===== src/rtl/vec_pkg.sv =====
// rtl/vec_pkg.sv - shared widths, function codes and sequencer state type
//
// Purpose: common definitions for the vector ALU sequencer, its ALU-side
// interface and the bench. Widths match the downstream ALU.
package vec_pkg;

  localparam int DATA_W  = 21;  // element width
  localparam int LANES   = 8;   // maximum elements per vector
  localparam int IDX_W   = 3;   // element index width
  localparam int FUNCT_W = 3;   // ALU function code width

  localparam logic [FUNCT_W-1:0] FN_MOV = 3'b000;
  localparam logic [FUNCT_W-1:0] FN_ADD = 3'b010;
  localparam logic [FUNCT_W-1:0] FN_SUB = 3'b011;
  localparam logic [FUNCT_W-1:0] FN_MUL = 3'b111;

  typedef enum logic [1:0] {
    IDLE = 2'd0,
    RUN  = 2'd1,
    DONE = 2'd2
  } seq_state_t;

  // Only the four codes the ALU implements are accepted.
  function automatic logic is_legal_funct(input logic [FUNCT_W-1:0] f);
    return (f == FN_MOV) || (f == FN_ADD) || (f == FN_SUB) || (f == FN_MUL);
  endfunction

endpackage


===== src/rtl/vec_alu_sequencer_if.sv =====
// rtl/vec_alu_sequencer_if.sv - element-level link between sequencer and ALU
//
// Purpose: bundles the per-element ALU operands, function code, enable and
// the combinational result.
//   master (sequencer): drives alu_op1, alu_op2, alu_funct, alu_flag;
//                       reads alu_result
//   slave  (ALU):       reads operands/funct/flag; drives alu_result
interface vec_alu_sequencer_if;
  import vec_pkg::*;

  logic [DATA_W-1:0]  alu_op1;
  logic [DATA_W-1:0]  alu_op2;
  logic [FUNCT_W-1:0] alu_funct;
  logic               alu_flag;
  logic [DATA_W-1:0]  alu_result;

  modport master (
    output alu_op1,
    output alu_op2,
    output alu_funct,
    output alu_flag,
    input  alu_result
  );

  modport slave (
    input  alu_op1,
    input  alu_op2,
    input  alu_funct,
    input  alu_flag,
    output alu_result
  );

endinterface


===== src/rtl/vec_alu_sequencer.sv =====
// rtl/vec_alu_sequencer.sv - streams a captured vector op through the ALU one element per cycle
//
// Purpose: accepts a whole vector operation in one cycle, feeds one element
// pair per cycle to the combinational ALU and collects the results.
// Ports:
//   clk, rst_n         clock (rising edge), asynchronous active-low reset
//   start              begin an op; ignored while busy
//   funct, vlen        ALU function code, element count (clamped to LANES)
//   op1_vec, op2_vec   operand vectors, element i at [i*DATA_W +: DATA_W]
//   alu                ALU link (master side)
//   res_vec            result vector, same packing
//   busy, done, err    in-progress, one-cycle completion pulse, sticky illegal funct
module vec_alu_sequencer
  import vec_pkg::*;
(
  input  logic                    clk,
  input  logic                    rst_n,
  input  logic                    start,
  input  logic [FUNCT_W-1:0]      funct,
  input  logic [IDX_W:0]          vlen,
  input  logic [LANES*DATA_W-1:0] op1_vec,
  input  logic [LANES*DATA_W-1:0] op2_vec,
  vec_alu_sequencer_if.master     alu,
  output logic [LANES*DATA_W-1:0] res_vec,
  output logic                    busy,
  output logic                    done,
  output logic                    err
);

  localparam logic [IDX_W:0] LANES_V = (IDX_W+1)'(LANES);

  seq_state_t                     state;
  logic [IDX_W-1:0]               idx;
  logic [FUNCT_W-1:0]             funct_q;
  logic [IDX_W:0]                 vlen_q;
  logic [LANES-1:0][DATA_W-1:0]   op1_q;
  logic [LANES-1:0][DATA_W-1:0]   op2_q;
  logic [LANES-1:0][DATA_W-1:0]   res_q;
  logic [IDX_W:0]                 last_idx;
  logic                           run;

  assign run      = (state == RUN);
  assign last_idx = vlen_q - (IDX_W+1)'(1);

  // Operands are driven only in RUN so the ALU sees quiet inputs otherwise.
  assign alu.alu_flag  = run;
  assign alu.alu_op1   = run ? op1_q[idx] : '0;
  assign alu.alu_op2   = run ? op2_q[idx] : '0;
  assign alu.alu_funct = run ? funct_q    : '0;

  assign busy    = (state != IDLE);
  assign done    = (state == DONE);
  assign res_vec = res_q;

  always_ff @(posedge clk or negedge rst_n) begin
    if (!rst_n) begin
      state   <= IDLE;
      idx     <= '0;
      funct_q <= '0;
      vlen_q  <= '0;
      op1_q   <= '0;
      op2_q   <= '0;
      res_q   <= '0;
      err     <= 1'b0;
    end else begin
      case (state)
        IDLE: begin
          if (start) begin
            op1_q   <= op1_vec;
            op2_q   <= op2_vec;
            funct_q <= funct;
            vlen_q  <= (vlen > LANES_V) ? LANES_V : vlen;
            idx     <= '0;
            err     <= 1'b0;
            // Illegal code or empty vector finish immediately with no writes.
            if (!is_legal_funct(funct)) begin
              err   <= 1'b1;
              state <= DONE;
            end else if (vlen == '0) begin
              state <= DONE;
            end else begin
              state <= RUN;
            end
          end
        end
        RUN: begin
          res_q[idx] <= alu.alu_result;
          idx        <= idx + IDX_W'(1);
          if ({1'b0, idx} == last_idx) begin
            state <= DONE;
          end
        end
        DONE: begin
          state <= IDLE;
        end
        default: begin
          state <= IDLE;
        end
      endcase
    end
  end

endmodule

===== src/flat_wrapper.sv =====
// flat-port wrapper written by rule: the top's interface ports become plain ports
module vec_alu_sequencer_flat import vec_pkg::*;
  (clk, rst_n, start, funct, vlen, op1_vec, op2_vec, res_vec, busy, done, err, alu_alu_op1, alu_alu_op2, alu_alu_funct, alu_alu_flag, alu_alu_result);
  vec_alu_sequencer_if alu_i ();
  input  logic clk;
  input  logic rst_n;
  input  logic start;
  input  logic [FUNCT_W-1:0] funct;
  input  logic [IDX_W:0] vlen;
  input  logic [LANES*DATA_W-1:0] op1_vec;
  input  logic [LANES*DATA_W-1:0] op2_vec;
  output logic [LANES*DATA_W-1:0] res_vec;
  output logic busy;
  output logic done;
  output logic err;
  output wire logic [$bits(alu_i.alu_op1)-1:0] alu_alu_op1;
  output wire logic [$bits(alu_i.alu_op2)-1:0] alu_alu_op2;
  output wire logic [$bits(alu_i.alu_funct)-1:0] alu_alu_funct;
  output wire logic [$bits(alu_i.alu_flag)-1:0] alu_alu_flag;
  input wire logic [$bits(alu_i.alu_result)-1:0] alu_alu_result;
  assign alu_alu_op1 = alu_i.alu_op1;
  assign alu_alu_op2 = alu_i.alu_op2;
  assign alu_alu_funct = alu_i.alu_funct;
  assign alu_alu_flag = alu_i.alu_flag;
  assign alu_i.alu_result = alu_alu_result;
  vec_alu_sequencer u_core (.clk(clk), .rst_n(rst_n), .start(start), .funct(funct), .vlen(vlen), .op1_vec(op1_vec), .op2_vec(op2_vec), .alu(alu_i), .res_vec(res_vec), .busy(busy), .done(done), .err(err));
endmodule

===== config.mk =====
export PLATFORM = sky130hd
export DESIGN_NAME = vec_alu_sequencer_flat
export DESIGN_NICKNAME = d
export VERILOG_FILES = /design/src/rtl/vec_pkg.sv /design/src/rtl/vec_alu_sequencer_if.sv /design/src/rtl/vec_alu_sequencer.sv /design/src/flat_wrapper.sv
export SDC_FILE = /design/constraint.sdc
export NUM_CORES = 1
export LEC_CHECK = 0
export ABC_AREA = 1
export ABC_CLOCK_PERIOD_IN_PS = 1900
export CAP_MARGIN = 25
export CORE_AREA = 5 5 225 227
export CTS_BUF_LIST = sky130_fd_sc_hd__clkbuf_16
export DETAILED_ROUTE_END_ITERATION = 8
export DIE_AREA = 0 0 230 232
export PLACE_DENSITY = 0.84
export SLEW_MARGIN = 40
export SYNTH_ARGS = -nofsm -noshare
export SYNTH_HDL_FRONTEND = slang
export SYNTH_SLANG_ARGS = --single-unit

===== constraint.sdc =====
create_clock -name clk -period 1.9 [get_ports clk]
set_clock_uncertainty 0.1 [all_clocks]
set_input_delay 0.19 -clock clk [delete_from_list [all_inputs] [get_ports clk]]
set_output_delay 0.19 -clock clk [all_outputs]
set_load 0.01 [all_outputs]

Word-level counts from Yosys, hierarchy flattened
Cells that the tools add are included.

storage, ports and cells
  register bits = 517
  input bits = 367
  output and inout port bits = 217
  word-level logic and storage cells = 73

operators by class
  add/subtract/negate cells = 2
  magnitude comparators = 3
  equal/unequal tests = 8
  muxes and demuxes = 19
  reduce and logical (&&, ||, !) cells = 12

operators with widths
  operator             number
  $bwmux 168           1
  $bmux 21 s3          2
  $mux 21              5
  $demux 21 s3         1
  $mux 2               4
  $eq 3x2->1 const B   2
  $mux 3               2
  $pmux 3 s2           1
  $reduce_and 2->1     3
  $eq 3x4->1           1
  $gt 4x4->1 const B   1
  $logic_not 4->1      1
  $lt 3x4->1 const B   1
  $mux 4               1
  $ne 2x2->1 const B   2
  $pmux 2 s2           1
  $reduce_bool 2->1    2
  $sub 4x1->4 const B  1
  $add 3x1->3 const B  1
  $eq 3x3->1 const B   1
  $ge 3x1->1 const B   1
  $logic_not 3->1      1
  $logic_or 1x1->1     3
  $eq 2x1->1 const B   1
  4 further kinds      4

Depth between registers and ports, before layout
  word-level depth = 7
  depth in mapped cells = 10
  depth with buffers taken out = 10

Worst setup path after synthesis
OpenSTA, ideal clock, no wires.

  path type = flip-flop to output port
  start = register u_core.idx[0]
  end = output alu_alu_op1[18]
  data arrival time = 1.351 ns
  required time = 1.610 ns
  setup slack = 0.259 ns
  stages on the path, launching flop included = 10
  path buffers = 4
  path through = dfrtp_1 > buf_6 > inv_2 > buf_6 > buf_6 > buf_4 > nor2_1 > o21ai_0 > nor2_1 > nor2_1

between the ends
  longest elaborated chain between the ends = 3

ends and longest elaborated chain
  element                        RTL line                 text
  from (decl)                    vec_alu_sequencer.sv:33  logic [IDX_W-1:0] idx;
  from (signal assigned)         vec_alu_sequencer.sv:88  idx <= idx + IDX_W'(1);
  $bmux 21 s3                    vec_alu_sequencer.sv:47  assign alu.alu_op1 = run ? op1_q[idx] : '0;
  $mux 21 (implied by the code)  vec_alu_sequencer.sv:47
  $mux 21                        vec_alu_sequencer.sv:47
  to (decl)                      flat_wrapper.sv:16       output wire logic [$bits(alu_i.alu_op1)-1:0] alu_alu_op1;

Every way passes these cells. The select of a mux whose other input is x is not followed.

Worst setup path after layout
  start = register u_core.idx[1]
  end = output alu_alu_op1[18]

The elaborated chain is that of the path after synthesis.

==> impl_metrics.ini <==
[synth]
synth.area.top_cells = dfrtp_1, nand2_1, nor2_1, o21ai_0, buf_2
syn_avg_cell_area_sq_um = 8.08
seq_area_frac_synth_pct = 58.6
syn_inst = 2731
synth_nets = 3100
ys_seq_elements = 517
synth_top_area_share_pct = 58.6
yosysWarnings = 0
synth_cell_types = 24
synth_top_area_cell = dfrtp_1
synth_area_sq_um = 22100

[sta]
fin_crit_sh_pct = 141
finalSetupViolations = 138
rsz0062_at_grt = yes
tightest_slew_ns = 0.561
max_freq_mhz = 374
slew_viol_final = 0
setup_slack_ns = -0.774
fin_crit_ns = 2.67
finalHoldViolations = 0
slew_headroom_pct = 62.6

[drt]
route.vias.total = 22700
totalWireLength_um = 90000
drtIter0Drc = 2833
wl_met1_um = 31800
antenna_left = 0
drc = 0
viasPerCell = 5.56
routedWlPerCell_um = 22.0
highest_layer = met5
route.met3.wl_um = 9900
wl_met2_um = 42200
first_pass_iters = 6

[clocking]
clock_latency_ns = 0.60
cts.sinks = 517
htree_levels = 2
clockBufferDepth = 3
clkTransAtPathRegs_ns = 0.07
numCtsBuffers = 52
root_buffer = clkbuf_16
cts_tree = done

[layout]
mostFrequentLayoutCells = nand2_1, clkdlybuf4s50_1, dfrtp_1, nor2_1, o21ai_1
fin_area_sq_um = 33300
drive_gt1_share_pct = 14.6
syn_to_final_growth_pct = 50.7
final_common_cell = nand2_1
nets = 3789

[pwr]
power.total_mw = 56.9
vdd_drop_max_mv = 0.944
power_density_nw_per_um2 = 1710
leakage_nw = 16.0

[place]
hpwl_um = 56600
gp_congestion = 0.950
port_buffers = 583
postPlaceCellArea_sq_um = 29300

[outcome]
violations = setup timing
outcome = finished with violations

[global_routing]
grt_pass1_vias = 22300
gr-total-overflow = 0
grt_max_degree = 68
grt_first_pass_wirelength_um = 128000
track_usage_pct = 30.8
antenna_found_initial = 11

[job]
drv_cap = 0

[worst_setup_path]
required_ns = 1.61
cp_max_fo = 7
worstSetupEndpointType = primary output
cp-start-kind = flip-flop
critPathArrivalTime_ns = 2.38
critical_path_class = reg2out

[floorplan]
start_util_pct = 45.6
core_area_sq_um = 48400
fp.dieW_um = 230
std_cell_rows = 81
ios = 584
die_area_sq_um = 53400
die_y_um = 232

[hold_path]
hold_class = in2reg
[through the flow]
step                      util [%]  cells  setup WS [ns]  setup TNS [ns]  hold slack [ns]
final                         68.7   4088         -0.774          -39.62           0.0160
after global routing          68.7   4087         -0.829          -58.66           0.0143
after CTS                     66.6   4049         -0.653          -39.99          0.00168
after detailed placement      60.6   3891         -0.521          -16.60           0.0233
after global placement        60.6   3891         -0.432          -14.61           0.0206
after floorplan                  -   2731          0.259               0           -0.206
[critical path: stages, from the launching register on]
cell and delay (ns):
dfrtp_2 0.44, buf_6 0.14, nor2_4 0.09, buf_6 0.13, buf_12 0.13, o21ai_1 0.11
o21ai_1 0.29, nor2_1 0.12, nor2_2 0.16, buf_2 0.15
[cells by family after synthesis]
| kind of cell | after synthesis | share of synthesized area [%] |
|---|---|---|
| adders and majority gates | 2 | 0.113 |
| xor gates and xnor gates | 2 | 0.0794 |
| AOI/OAI and AO/OA | 427 | 9.71 |
| buffers and inverters | 209 | 4.37 |
| and+or+nand+nor | 1574 | 27.1 |
| DFF | 517 | 58.6 |
[power breakdown]
part / total, mW / internal [mW] / switching, mW
clock network: 10.6 / 6.12 / 4.48
logic: 26.6 / 12.3 / 14.2
registers: 19.7 / 16.1 / 3.66
total: 56.9 / 34.5 / 22.4
[layer usage]
metal | vias to the layer above | global-route usage [%]
li1 | 9965 | -
met1 | 10700 | 37.7
met2 | 1651 | 51.0
met3 | 382 | 8.74
met4 | 8 | 14.0
met5 | - | 0
[registers in the layout, summed over array words and instances (netlist names)]
register	count
u_core.err	1
u_core.funct_q	3
u_core.idx	3
u_core.op1_q	168
u_core.op2_q	168
u_core.res_vec	168
u_core.state	2
u_core.vlen_q	4
[repair_timing]
action,in CTS,in global routing
endpoints found under the hold margin,520,0
gates resized for setup,449,222
pin swaps,63,67
cloned,18,18
buffers inserted,42,16
setup endpoints to repair,72,407
hold buffers,6,0
[synth_stat cells (all sizes together)]
| library cell | instances |
|---|---|
| a21oi | 86 |
| buf | 111 |
| clkbuf | 56 |
| dfrtp | 517 |
| ha | 2 |
| inv | 42 |
| nand2 | 1133 |
| nand3 | 7 |
| nor2 | 432 |
| nor3 | 2 |
| o21ai | 337 |
| o21bai | 1 |
| o22ai | 3 |
| xnor2 | 2 |
[final timing paths]
kind	from	endpoint	slack, ns	cells after the start
max	u_core.idx[1]$_DFFE_PN0P_	alu_alu_op1[18]	-0.77	9
min	op2_vec[139]	u_core.op2_q[139]$_DFFE_PN0P_	0.02	3
max reg2reg	u_core.idx[0]$_DFFE_PN0P_	u_core.res_vec[91]$_DFFE_PN0P_	-0.28	9
min reg2reg	u_core.op2_q[164]$_DFFE_PN0P_	u_core.op2_q[164]$_DFFE_PN0P_	0.38	2
max in group asynchronous	rst_n	u_core.funct_q[0]$_DFFE_PN0P_	0.61	3
min in group asynchronous	rst_n	u_core.op1_q[59]$_DFFE_PN0P_	0.25	3
[cell type report]
class                           count  area (sq um)
Fill cell                        3389         15200
Sequential cell                   517         12900
Multi-Input combinational cell   2005          8840
Timing Repair Buffer              802          8790
Clock buffer                       53          1330
Tap cell                          622           778
Clock inverter                     39           382
Inverter                           42           186
Antenna cell                        8          20.0
No activity file was read; power rests on OpenSTA's default activity.
